$ cat config.mk
export PLATFORM = sky130hd
export DESIGN_NAME = serial_mag_comp
export DESIGN_NICKNAME = d
export VERILOG_FILES = /design/src/rtl/serial_mag_comp.sv
export SDC_FILE = /design/constraint.sdc
export NUM_CORES = 1
export LEC_CHECK = 0
export ABC_AREA = 1
export CORE_UTILIZATION = 50
export CTS_CLUSTER_SIZE = 10
export DETAILED_ROUTE_END_ITERATION = 16
export PLACE_DENSITY = 0.78
export SLEW_MARGIN = 20
export SYNTH_ARGS = -nofsm -noshare
export SYNTH_HDL_FRONTEND = slang
export SYNTH_SLANG_ARGS = --single-unit
$ cat constraint.sdc
create_clock -name clk -period 2.05 [get_ports clk]
set_input_delay 0.3075 -clock clk [delete_from_list [all_inputs] [get_ports clk]]
set_output_delay 0.3075 -clock clk [all_outputs]
set_load 0.05 [all_outputs]
$ cat src/rtl/serial_mag_comp.sv
// serial_mag_comp
//   Multi-cycle unsigned magnitude comparator. Operands are captured on start
//   and then walked two bits per clock, MSB slice first. The first unequal
//   slice decides the result, so a comparison finishes early when the
//   operands differ high up. A tie is declared once the last slice has been
//   compared equal.
//
//   Ports
//     clk    in   rising-edge clock
//     rst_n  in   asynchronous active-low reset
//     start  in   comparison request, sampled only while idle
//     a, b   in   WIDTH-bit unsigned operands, captured when start is accepted
//     busy   out  comparison in progress
//     done   out  one-cycle pulse; G/L/E are valid from this cycle on
//     G/L/E  out  A > B / A < B / A == B, held until the next start is accepted
//
//   state | meaning
//   ------+-------------------------------------------------------------
//   IDLE  | waiting for start; G/L/E hold the last result
//   RUN   | comparing one 2-bit slice per clock, MSB slice first

module serial_mag_comp #(
    parameter int WIDTH = 8
) (
    input  logic             clk,
    input  logic             rst_n,
    input  logic             start,
    input  logic [WIDTH-1:0] a,
    input  logic [WIDTH-1:0] b,
    output logic             busy,
    output logic             done,
    output logic             G,
    output logic             L,
    output logic             E
);

    localparam int S  = WIDTH / 2;
    // S == 1 would give a zero-width counter; keep at least one bit.
    localparam int CW = (S > 1) ? $clog2(S) : 1;
    localparam logic [CW-1:0] CNT_INIT = CW'(S - 1);

    typedef enum logic {
        IDLE = 1'b0,
        RUN  = 1'b1
    } state_t;

    state_t           state_q, state_d;
    logic [WIDTH-1:0] sa_q, sa_d;
    logic [WIDTH-1:0] sb_q, sb_d;
    logic [CW-1:0]    cnt_q, cnt_d;
    logic             done_q, done_d;
    logic             g_q, g_d;
    logic             l_q, l_d;
    logic             e_q, e_d;

    logic x1, x0, y1, y0;
    logic gs, ls;

    // The current slice is always the top two bits; the registers shift left.
    assign x1 = sa_q[WIDTH-1];
    assign x0 = sa_q[WIDTH-2];
    assign y1 = sb_q[WIDTH-1];
    assign y0 = sb_q[WIDTH-2];

    assign gs = (x1 & ~y1) | ((x1 ~^ y1) & x0 & ~y0);
    assign ls = (~x1 & y1) | ((x1 ~^ y1) & ~x0 & y0);

    always_comb begin
        state_d = state_q;
        sa_d    = sa_q;
        sb_d    = sb_q;
        cnt_d   = cnt_q;
        done_d  = 1'b0;
        g_d     = g_q;
        l_d     = l_q;
        e_d     = e_q;

        case (state_q)
            IDLE: begin
                if (start) begin
                    sa_d    = a;
                    sb_d    = b;
                    cnt_d   = CNT_INIT;
                    g_d     = 1'b0;
                    l_d     = 1'b0;
                    e_d     = 1'b0;
                    state_d = RUN;
                end
            end
            RUN: begin
                if (gs) begin
                    g_d     = 1'b1;
                    done_d  = 1'b1;
                    state_d = IDLE;
                end else if (ls) begin
                    l_d     = 1'b1;
                    done_d  = 1'b1;
                    state_d = IDLE;
                end else if (cnt_q == '0) begin
                    // Every slice matched, including this last one.
                    e_d     = 1'b1;
                    done_d  = 1'b1;
                    state_d = IDLE;
                end else begin
                    sa_d  = sa_q << 2;
                    sb_d  = sb_q << 2;
                    cnt_d = cnt_q - CW'(1);
                end
            end
            default: state_d = IDLE;
        endcase
    end

    always_ff @(posedge clk or negedge rst_n) begin
        if (!rst_n) begin
            state_q <= IDLE;
            sa_q    <= '0;
            sb_q    <= '0;
            cnt_q   <= '0;
            done_q  <= 1'b0;
            g_q     <= 1'b0;
            l_q     <= 1'b0;
            e_q     <= 1'b0;
        end else begin
            state_q <= state_d;
            sa_q    <= sa_d;
            sb_q    <= sb_d;
            cnt_q   <= cnt_d;
            done_q  <= done_d;
            g_q     <= g_d;
            l_q     <= l_d;
            e_q     <= e_d;
        end
    end

    assign busy = (state_q == RUN);
    assign done = done_q;
    assign G    = g_q;
    assign L    = l_q;
    assign E    = e_q;

endmodule

==> results of run 1 <==
-- area by class of cell --
cell class | count | area (µm²) | share of cell area (%)
flip-flops and latches | 23 | 576 | 39.0
multi-input cells | 114 | 537 | 36.4
repair buffers | 25 | 255 | 17.3
inverters | 12 | 47.5 | 3.22
well taps | 28 | 35.0 | 2.37
clock buffers | 4 | 26.3 | 1.78
-- through the flow --
stage | hold slack (ns) | cells | utilization, % | power [µW] | setup WS, ns
2_1_floorplan | 0.0119 | 155 | - | 1900 | 0.576
3_3_place_gp | 0.454 | 202 | 64.3 | 2120 | 0.488
3_5_place_dp | 0.459 | 202 | 64.3 | 2150 | 0.450
4_1_cts | 0.350 | 206 | 65.5 | 2350 | 0.251
5_1_grt | 0.345 | 206 | 65.5 | 2570 | 0.207
6_report | 0.341 | 206 | 65.5 | 2330 | 0.263
-- metal layers --
layer | vias to the layer above | routed length [µm] | global-route usage (%) | part of all wire (%)
met2 | 25 | 1020 | 34.6 | 47
met1 | 436 | 1040 | 25.3 | 47
met5 | - | 0 | 0 | 0
met4 | 0 | 39 | 6.76 | 1.8
met3 | 5 | 91 | 2.68 | 4.2
li1 | 523 | - | - | -
-- registers in the layout (all words and copies together) (netlist names) --
signal  cells
sb_q        8
cnt_q       2
sa_q        8
busy        1
G           1
L           1
E           1
done        1
-- where the power goes --
part,total [µW],internal [µW],leakage (µW),switching [µW]
Sequential,811,671,0.000289,140
Clock,207,75.9,0.0000150,131
Combinational,1320,460,0.000502,856
-- final timing paths --
check / start / endpoint / slack [ns] / cells past startpoint
min reg2reg: sa_q[4] / sa_q[4] / 0.49 / 2
max in group asynchronous: rst_n / sa_q[6] / 1.49 / 2
min in group clk: sa_q[4] / sa_q[4] / 0.49 / 2
max: G / G / 0.26 / 1
max reg2reg: sa_q[7] / sb_q[2] / 0.46 / 8
min: rst_n / sb_q[4] / 0.34 / 2
-- logic make-up (layout without fill, tap and decap cells) --
family	after synthesis	in the layout
fa+ha+maj	3	3
simple gates	109	109
buf+inv	18	41
compound gates	2	2
flops	23	23
-- placed cells by master (no fill, tap or decap) --
master           instances
buf_12                   1
buf_4                    2
clkbuf_1                 1
clkbuf_4                 3
clkdlybuf4s50_1         22
dfrtp_1                 23
ha_1                     3
inv_1                   11
inv_4                    1
nand2_1                 79
nand2_2                  3
nand2_4                  3
nand2_8                  1
nand3_1                 22
nand3_2                  1
o21ai_0                  2
==> metrics.txt, run 1 <==
Post-synth EDFFs 0; layout cells sized above 1 8.43%; largest net degree at the start of global routing 24; Yosys top cell area share 47.4%; final hold violation count 0; total number of vias 989; Post-Syn Instances 155; CP startpoint kind register; commonest cells in the netlist nand2_1, dfrtp_1, nand3_1, inv_1, buf_6; PortBufs 23; CP cell instances clkdlybuf4s50_1; DRT Pass-1 Iters 4; Synth area leader dfrtp_1; leading cell types by total area after synthesis dfrtp_1, nand2_1, nand3_1; Via density 4.80; DIE HEIGHT 51.3 µm; RSZ-0062 raised after global routing no; Max Root-Sink Buffers 2; cts bufs inserted 3; Finished Cell Area 1480 µm²; worst-path fanout max 2; IO Pins 24; DP Area 1450 µm²; Max stage delay on crit path 0.80 ns; number of synthesized register bits 23; number of antenna diodes 0; synth warn 0; Final period util a little under 90%; Worst EP required 1.74 ns; leakage 0.000806 µW; drt wl/cell about 11 µm; CORE AREA 2250 µm²; outcome finished clean; H-tree level count 1; hold-fix buffer count after cts 0; antenna violations before repair 0; post-CTS setup buffers 0; post-synthesis mux area share 0%; worst-case vdd ir drop 0.000906 V; post-route ant nets 0; PwrDens 1580 nW/µm²; adder-cell share of the synthesized area 3.09%; Mean Syn Cell Area 7.84 µm²; root buf cell clkbuf_4; die area 2630 µm²; library cells used by synthesis 13; vias in the first global route 953; row cnt 17; Die W just over 50 µm; Hold WC Path Type in -> async; post_cts resized 0; TritonCTS clock tree built; Sum Neg Setup Slack 0 ns; Slew HR roughly two thirds; Crit path arrival time 1.48 ns; Final Net Count approximately 200; clock latency on the worst-skew pair between 0.3 and 0.4 ns; max-slew violation count 0; Max Clock Skew 0.00391 ns; clock sinks 23; CP max stage cell clkdlybuf4s50_1; measured slew at the worst slew-check pin 0.492 ns; Area growth, synth to finish 21.5%; cell family with most CP delay buffers and inverters; synthesized area approximately 1200 µm²; compound-gate portion of the synthesized area 0.824%; Synth Area in XOR/XNOR 0%; register area share after synthesis 47.4%; Total GRT Usage between 10% and 20%; clock slew seen by the registers of the worst setup and hold paths 0.12 ns; starting DRC count in detailed routing 18; largest family of logic cells by synthesized area simple AND/OR/NAND/NOR gates; Max Clk Rate around 0.56 GHz; Post-synth ARST share 100%; first-pass GRT wire length between 3000 and 4000 µm; Placer Congestion 0.782; post-DP HPWL 1600 µm; Buf+Inv Stages, Crit Path 1; post-layout min period 1.79 ns; crit end category output pin; most common cell in the netlist nand2_1; global route overflow 0; # setup viols final 0; Max Cap Violations 0; Setup CP Type reg -> out; Post-Synth Simple-Gate Area approximately 40%; post-synth net total 177; Top FF cell, synth dfrtp_1; Post-route DRC 0; fillers 219; initial core utilization 53.9%; Routed WL 2190 µm
No activity file was read; power rests on OpenSTA's default activity.
==> run 2: changes to the inputs <==
--- a/config.mk
+++ b/config.mk
@@ -6,10 +6,10 @@
 export NUM_CORES = 1
 export LEC_CHECK = 0
 export ABC_AREA = 1
-export CORE_UTILIZATION = 50
+export CORE_UTILIZATION = 45
 export CTS_CLUSTER_SIZE = 10
 export DETAILED_ROUTE_END_ITERATION = 16
-export PLACE_DENSITY = 0.78
+export PLACE_DENSITY = 0.74
 export SLEW_MARGIN = 20
 export SYNTH_ARGS = -nofsm -noshare
 export SYNTH_HDL_FRONTEND = slang
==> constraint.sdc (replaced) <==
create_clock -name clk -period 1.4 [get_ports clk]
set_input_delay 0.21 -clock clk [delete_from_list [all_inputs] [get_ports clk]]
set_output_delay 0.21 -clock clk [all_outputs]
set_load 0.05 [all_outputs]
==> metrics.txt, run 2 (synthesis gave the netlist of run 1 again) <==
total number of vias 1,134 (+15%); die area 2910 µm² (+11%); DP Area 1600 µm² (+10%); crit end category register; first-pass GRT wire length 4380 µm (+12%); DRT Pass-1 Iters 4 (unchanged); post-layout util 71.7% (+6.2 points); Via density 5.06 (+5.4%); Final Worst Setup Slack -0.0661 ns (-0.329 ns); Total GRT Usage 21.7% (+1.8 points); failing checks setup timing; Max Clk Rate 0.682 GHz; leakage 0.000937 µW (+16%); worst r2r dst sa_q[6]; CORE AREA 2520 µm² (+12%); Placer Congestion 0.839 (+7.2%); max-slew violation count 0 (unchanged); PwrDens 2560 nW/µm² (+62%); DIE HEIGHT 54.0 µm (+5.2%); clock sinks 23 (unchanged); Hold WC Path Type in -> async; Area growth, synth to finish 48.9%; Final period util 105%; Finished Cell Area 1810 µm² (+23%); largest net degree at the start of global routing 24 (unchanged); final hold violation count 0 (unchanged); Setup CP Type reg -> reg; outcome finished, violations left; CP startpoint kind register; worst-path fanout max 6 (+4); number of antenna diodes 0 (unchanged); IO Pins 24 (unchanged); Crit Reg-Reg Startpoint sb_q[7]; worst-case vdd ir drop 0.00203 V (+120%); TritonCTS clock tree built; # setup viols final 12 (+12); Max Cap Violations 0 (unchanged); drt wl/cell 12.3 µm (+15%); commonest non-fill, non-tap cells in the layout nand2_1, dfrtp_1, clkdlybuf4s50_1; clock slew seen by the registers of the worst setup and hold paths 0.13 ns (about the same); Post-route DRC 0 (unchanged); Final Net Count 217 (+8.0%); cts bufs inserted 3 (unchanged); Die W 54.0 µm (+5.2%); Routed WL 2750 µm (+26%); vias in the first global route 1,081 (+13%); Worst R2R Path Depth 7 (-1); Slew HR 80.4% (+13 points); antenna violations before repair 0 (unchanged); register area 577 µm² (+0.22%); row cnt 18 (+1); Largest regs sa_q: 8 flops, sb_q: 8 flops, cnt_q: 2 flops; Worst EP required 1.62 ns (-0.12 ns); R2R setup slack -0.07 ns (-0.53 ns); measured slew at the worst slew-check pin 0.295 ns (-0.197 ns); H-tree level count 1 (unchanged); Crit path arrival time 1.69 ns (+0.21 ns); commonest non-fill, non-tap cell in the layout nand2_1; root buf cell clkbuf_4; area occupied by multi-input gates 678 µm² (+26%); layout cells sized above 1 25.8% (+17 points); global route overflow 0 (unchanged); Max Root-Sink Buffers 2 (unchanged); RSZ-0062 raised after global routing yes; Max Clock Skew 0.00700 ns (+0.00309 ns); post-DP HPWL 1790 µm (+12%); post-route ant nets 0 (unchanged); clock latency on the worst-skew pair 0.32 ns (about the same); initial core utilization 48.2% (-5.7 points); post-layout min period 1.47 ns; PortBufs 23 (unchanged); starting DRC count in detailed routing 22 (+4); fillers 200 (-8.7%)
run 2: cell count changes in the layout (fill, tap and decap cells not counted), moves of 2 or more:
cell             delta
clkdlybuf4s50_1     -4
nand2_8             +3
buf_6               +3
buf_4               +9
nand3_2             +5
buf_12              +5
ha_1                -2
nand3_1             -9
nand3_4             +4
run 2: how the worst max path moves through the flow:
stage          startpoint  endpoint  cells past startpoint
3_3_place_gp      sa_q[7]   sb_q[7]                      8
2_1_floorplan     sa_q[7]   sb_q[7]                      9
5_1_grt           sa_q[7]   sa_q[6]                      8
6_report          sb_q[7]   sa_q[6]                      7
3_5_place_dp      sa_q[7]   sa_q[3]                      8
4_1_cts           sa_q[7]   sb_q[5]                      8
run 2: final cells by class:
| type | count | share of cell area [%] |
|---|---|---|
| multi-input combinational | 116 | 37.5 |
| inverter | 12 | 2.63 |
| clock inverter | 1 | 0.277 |
| clock buffer | 3 | 1.24 |
| sequential | 23 | 31.9 |
| tap | 30 | 2.07 |
| timing repair buffer | 39 | 24.4 |
run 2: power breakdown:
part | total, µW | internal, µW | switching (µW)
Clock | 311 | 107 | 204
Sequential | 1220 | 986 | 232
Combinational | 3110 | 1370 | 1740
run 2: timing repair:
| action | CTS | global route |
|---|---|---|
| gates cloned | 1 | 2 |
| endpoints found under the setup margin | 19 | 19 |
| hold buffers | 0 | 0 |
| pin swaps | 7 | 12 |
| setup buffers | 3 | 1 |
| gates resized for setup | 4 | 15 |
run 2: worst max-delay path: stages, from the launching register on:
cell and delay [ns]:
dfrtp_1 0.44, ha_4 0.31, nand3_4 0.08, nand3_4 0.09, nand2_8 0.11, clkbuf_16 0.18, nand3_1 0.09, nand2_1 0.07
run 2: metal layers:
| metal | part of all wire (%) | wire length (µm) | track usage (%) | up-vias |
|---|---|---|---|---|
| met3 | 5.6 | 154 | 3.39 | 8 |
| met5 | 0 | 0 | 0 | - |
| li1 | - | - | - | 561 |
| met1 | 42 | 1170 | 25.4 | 528 |
| met2 | 50 | 1370 | 38.7 | 37 |
| met4 | 2.0 | 54 | 9.21 | 0 |
run 2: metrics by stage:
stage                     setup slack, ns  cells  setup TNS (ns)  total power, µW  hold WS (ns)
final                             -0.0661    224          -0.308             4640         0.222
after global placement             0.0182    213               0             3580         0.454
after floorplan                    0.0157    155               0             2860       -0.0856
after detailed placement          -0.0388    213          -0.464             3640         0.458
after CTS                         -0.0201    221          -0.163             4110         0.234
after global routing               -0.122    224           -1.56             5000         0.250
==> run 3: changes to the inputs <==
--- a/config.mk
+++ b/config.mk
@@ -6,6 +6,7 @@
 export NUM_CORES = 1
 export LEC_CHECK = 0
 export ABC_AREA = 1
+export CORE_ASPECT_RATIO = 1.4
 export CORE_UTILIZATION = 45
 export CTS_CLUSTER_SIZE = 10
 export DETAILED_ROUTE_END_ITERATION = 16
==> metrics.txt, run 3 (synthesis gave the netlist of run 1 again) <==
initial core utilization 49.2% (+1.0 points); root buf cell clkbuf_4; outcome finished, violations left; failing checks setup timing; hold-fix buffer count after cts 0 (unchanged); global route overflow 0 (unchanged); CORE AREA 2470 µm² (-2.1%); IO Pins 24 (unchanged); vias in the first global route 1,092 (+1.0%); Hold Worst Slack 0.234 ns (+0.0124 ns); commonest non-fill, non-tap cells in the layout nand2_1, dfrtp_1, clkdlybuf4s50_1; total power 4370 µW (-5.8%); Via density 4.97 (-1.9%); Hold WC Path Type in -> async; largest net degree at the start of global routing 24 (unchanged); post-route ant nets 0 (unchanged); post-layout min period 1.43 ns (-0.0325 ns); Die W 45.9 µm (-15%); first-pass GRT wire length 4490 µm (+2.5%); Crit path arrival time 1.65 ns (-0.04 ns); drt wl/cell 12.2 µm (-0.14%); Area growth, synth to finish 42.4%; die area 2910 µm² (+0.10%); Max Root-Sink Buffers 2 (unchanged); Setup CP Type reg -> reg; PortBufs 23 (unchanged); Max Clk Rate 0.698 GHz (+2.3%); clock sinks 23 (unchanged); RSZ-0062 raised after global routing yes; Finished Cell Area 1730 µm² (-4.4%); Routed WL 2730 µm (-0.58%); DRT Pass-1 Iters 4 (unchanged); DP Area 1580 µm² (-1.1%); worst r2r dst sb_q[6]; Final period util 102% (-2.3 points); Max Clock Skew 0.00872 ns (+0.00171 ns); post-DP HPWL 1780 µm (-0.93%); Sum Neg Setup Slack -0.262 ns (+0.0462 ns); Total GRT Usage 20.6% (-1.1 points); Crit Reg-Reg Startpoint sb_q[7]; TritonCTS clock tree built; leakage 0.000903 µW (-3.6%); H-tree level count 1 (unchanged); worst-case vdd ir drop 0.00129 V (-36%); Final Worst Setup Slack -0.0337 ns (+0.0325 ns); commonest non-fill, non-tap cell in the layout nand2_1; layout cells sized above 1 21.2% (-4.6 points); worst-path fanout max 9 (+3); Worst EP required 1.62 ns (about the same); PwrDens 2520 nW/µm² (-1.6%); Worst R2R Path Depth 7 (unchanged); clock slew seen by the registers of the worst setup and hold paths 0.12 ns (about the same); max-slew violation count 0 (unchanged); Placer Congestion 0.855 (+1.8%); measured slew at the worst slew-check pin 0.294 ns (-0.000321 ns); Final Net Count 212 (-2.3%); Max Cap Violations 0 (unchanged); Largest regs sa_q: 8 flops, sb_q: 8 flops, cnt_q: 2 flops; CP startpoint kind register; crit end category register; Post-route DRC 0 (unchanged); cts bufs inserted 3 (unchanged); row cnt 21 (+3); number of antenna diodes 0 (unchanged); Slew HR 80.4% (about the same); total number of vias 1,108 (-2.3%); clock latency on the worst-skew pair 0.31 ns (about the same); final hold violation count 0 (unchanged); antenna violations before repair 0 (unchanged); # setup viols final 15 (+3); DIE HEIGHT 63.5 µm (+18%); starting DRC count in detailed routing 55 (+150%); R2R setup slack -0.03 ns (+0.03 ns)
run 3: cell types whose count changed in the layout (fill, tap and decap cells not counted), moves of 2 or more:
cell,delta
buf_6,-2
nand3_1,+2
nand3_2,-2
nand2_4,+2
buf_4,-3
run 3: power by group:
part           total [µW]  internal (µW)  leakage [µW]  switching [µW]
clock                 304            111     0.0000150             193
combinational        2850           1170      0.000600            1680
sequential           1210            986      0.000288             223
run 3: how the worst max path moves through the flow:
stage / cells past startpoint / end / start
CTS: 7 / sa_q[3] / sb_q[7]
finish: 7 / sb_q[6] / sb_q[7]
floorplan: 9 / sb_q[7] / sa_q[7]
global placement: 8 / sb_q[4] / sa_q[7]
detailed placement: 8 / sb_q[6] / sa_q[7]
global route: 7 / sb_q[6] / sb_q[7]
run 3: area by class of cell:
| cell class | count | area (µm²) |
|---|---|---|
| Multi-Input combinational cell | 117 | 666 |
| Fill cell | 208 | 739 |
| Inverter | 12 | 47.5 |
| Tap cell | 34 | 42.5 |
| Timing Repair Buffer | 33 | 372 |
| Sequential cell | 23 | 577 |
| Clock buffer | 4 | 26.3 |
run 3: per-layer routing:
layer	part of all wire, %	track usage, %	up-vias
li1	-	-	551
met1	40	26.2	522
met2	55	33.6	31
met3	3.7	2.01	4
met4	1.1	9.56	0
met5	0	0	-
run 3: critical path: stages (launching register included):
cell and delay (ns):
dfrtp_1 0.45, ha_4 0.32, nand3_4 0.08, nand3_4 0.12, nand2_8 0.09, buf_12 0.14
nand3_1 0.07, nand2_1 0.06
run 3: timing repair:
action,in CTS,in global routing
setup endpoints to repair,20,20
gates resized for setup,2,11
pin swaps,2,7
cloned,1,2
setup buffers,2,0
run 3: through the flow:
step | utilization (%) | std cells | setup slack, ns
3_3_place_gp | 64.1 | 214 | 0.00659
6_report | 70.1 | 223 | -0.0337
5_1_grt | 70.1 | 223 | -0.0953
3_5_place_dp | 64.1 | 214 | -0.0291
2_1_floorplan | - | 155 | 0.0157
4_1_cts | 66.9 | 221 | 0.00564
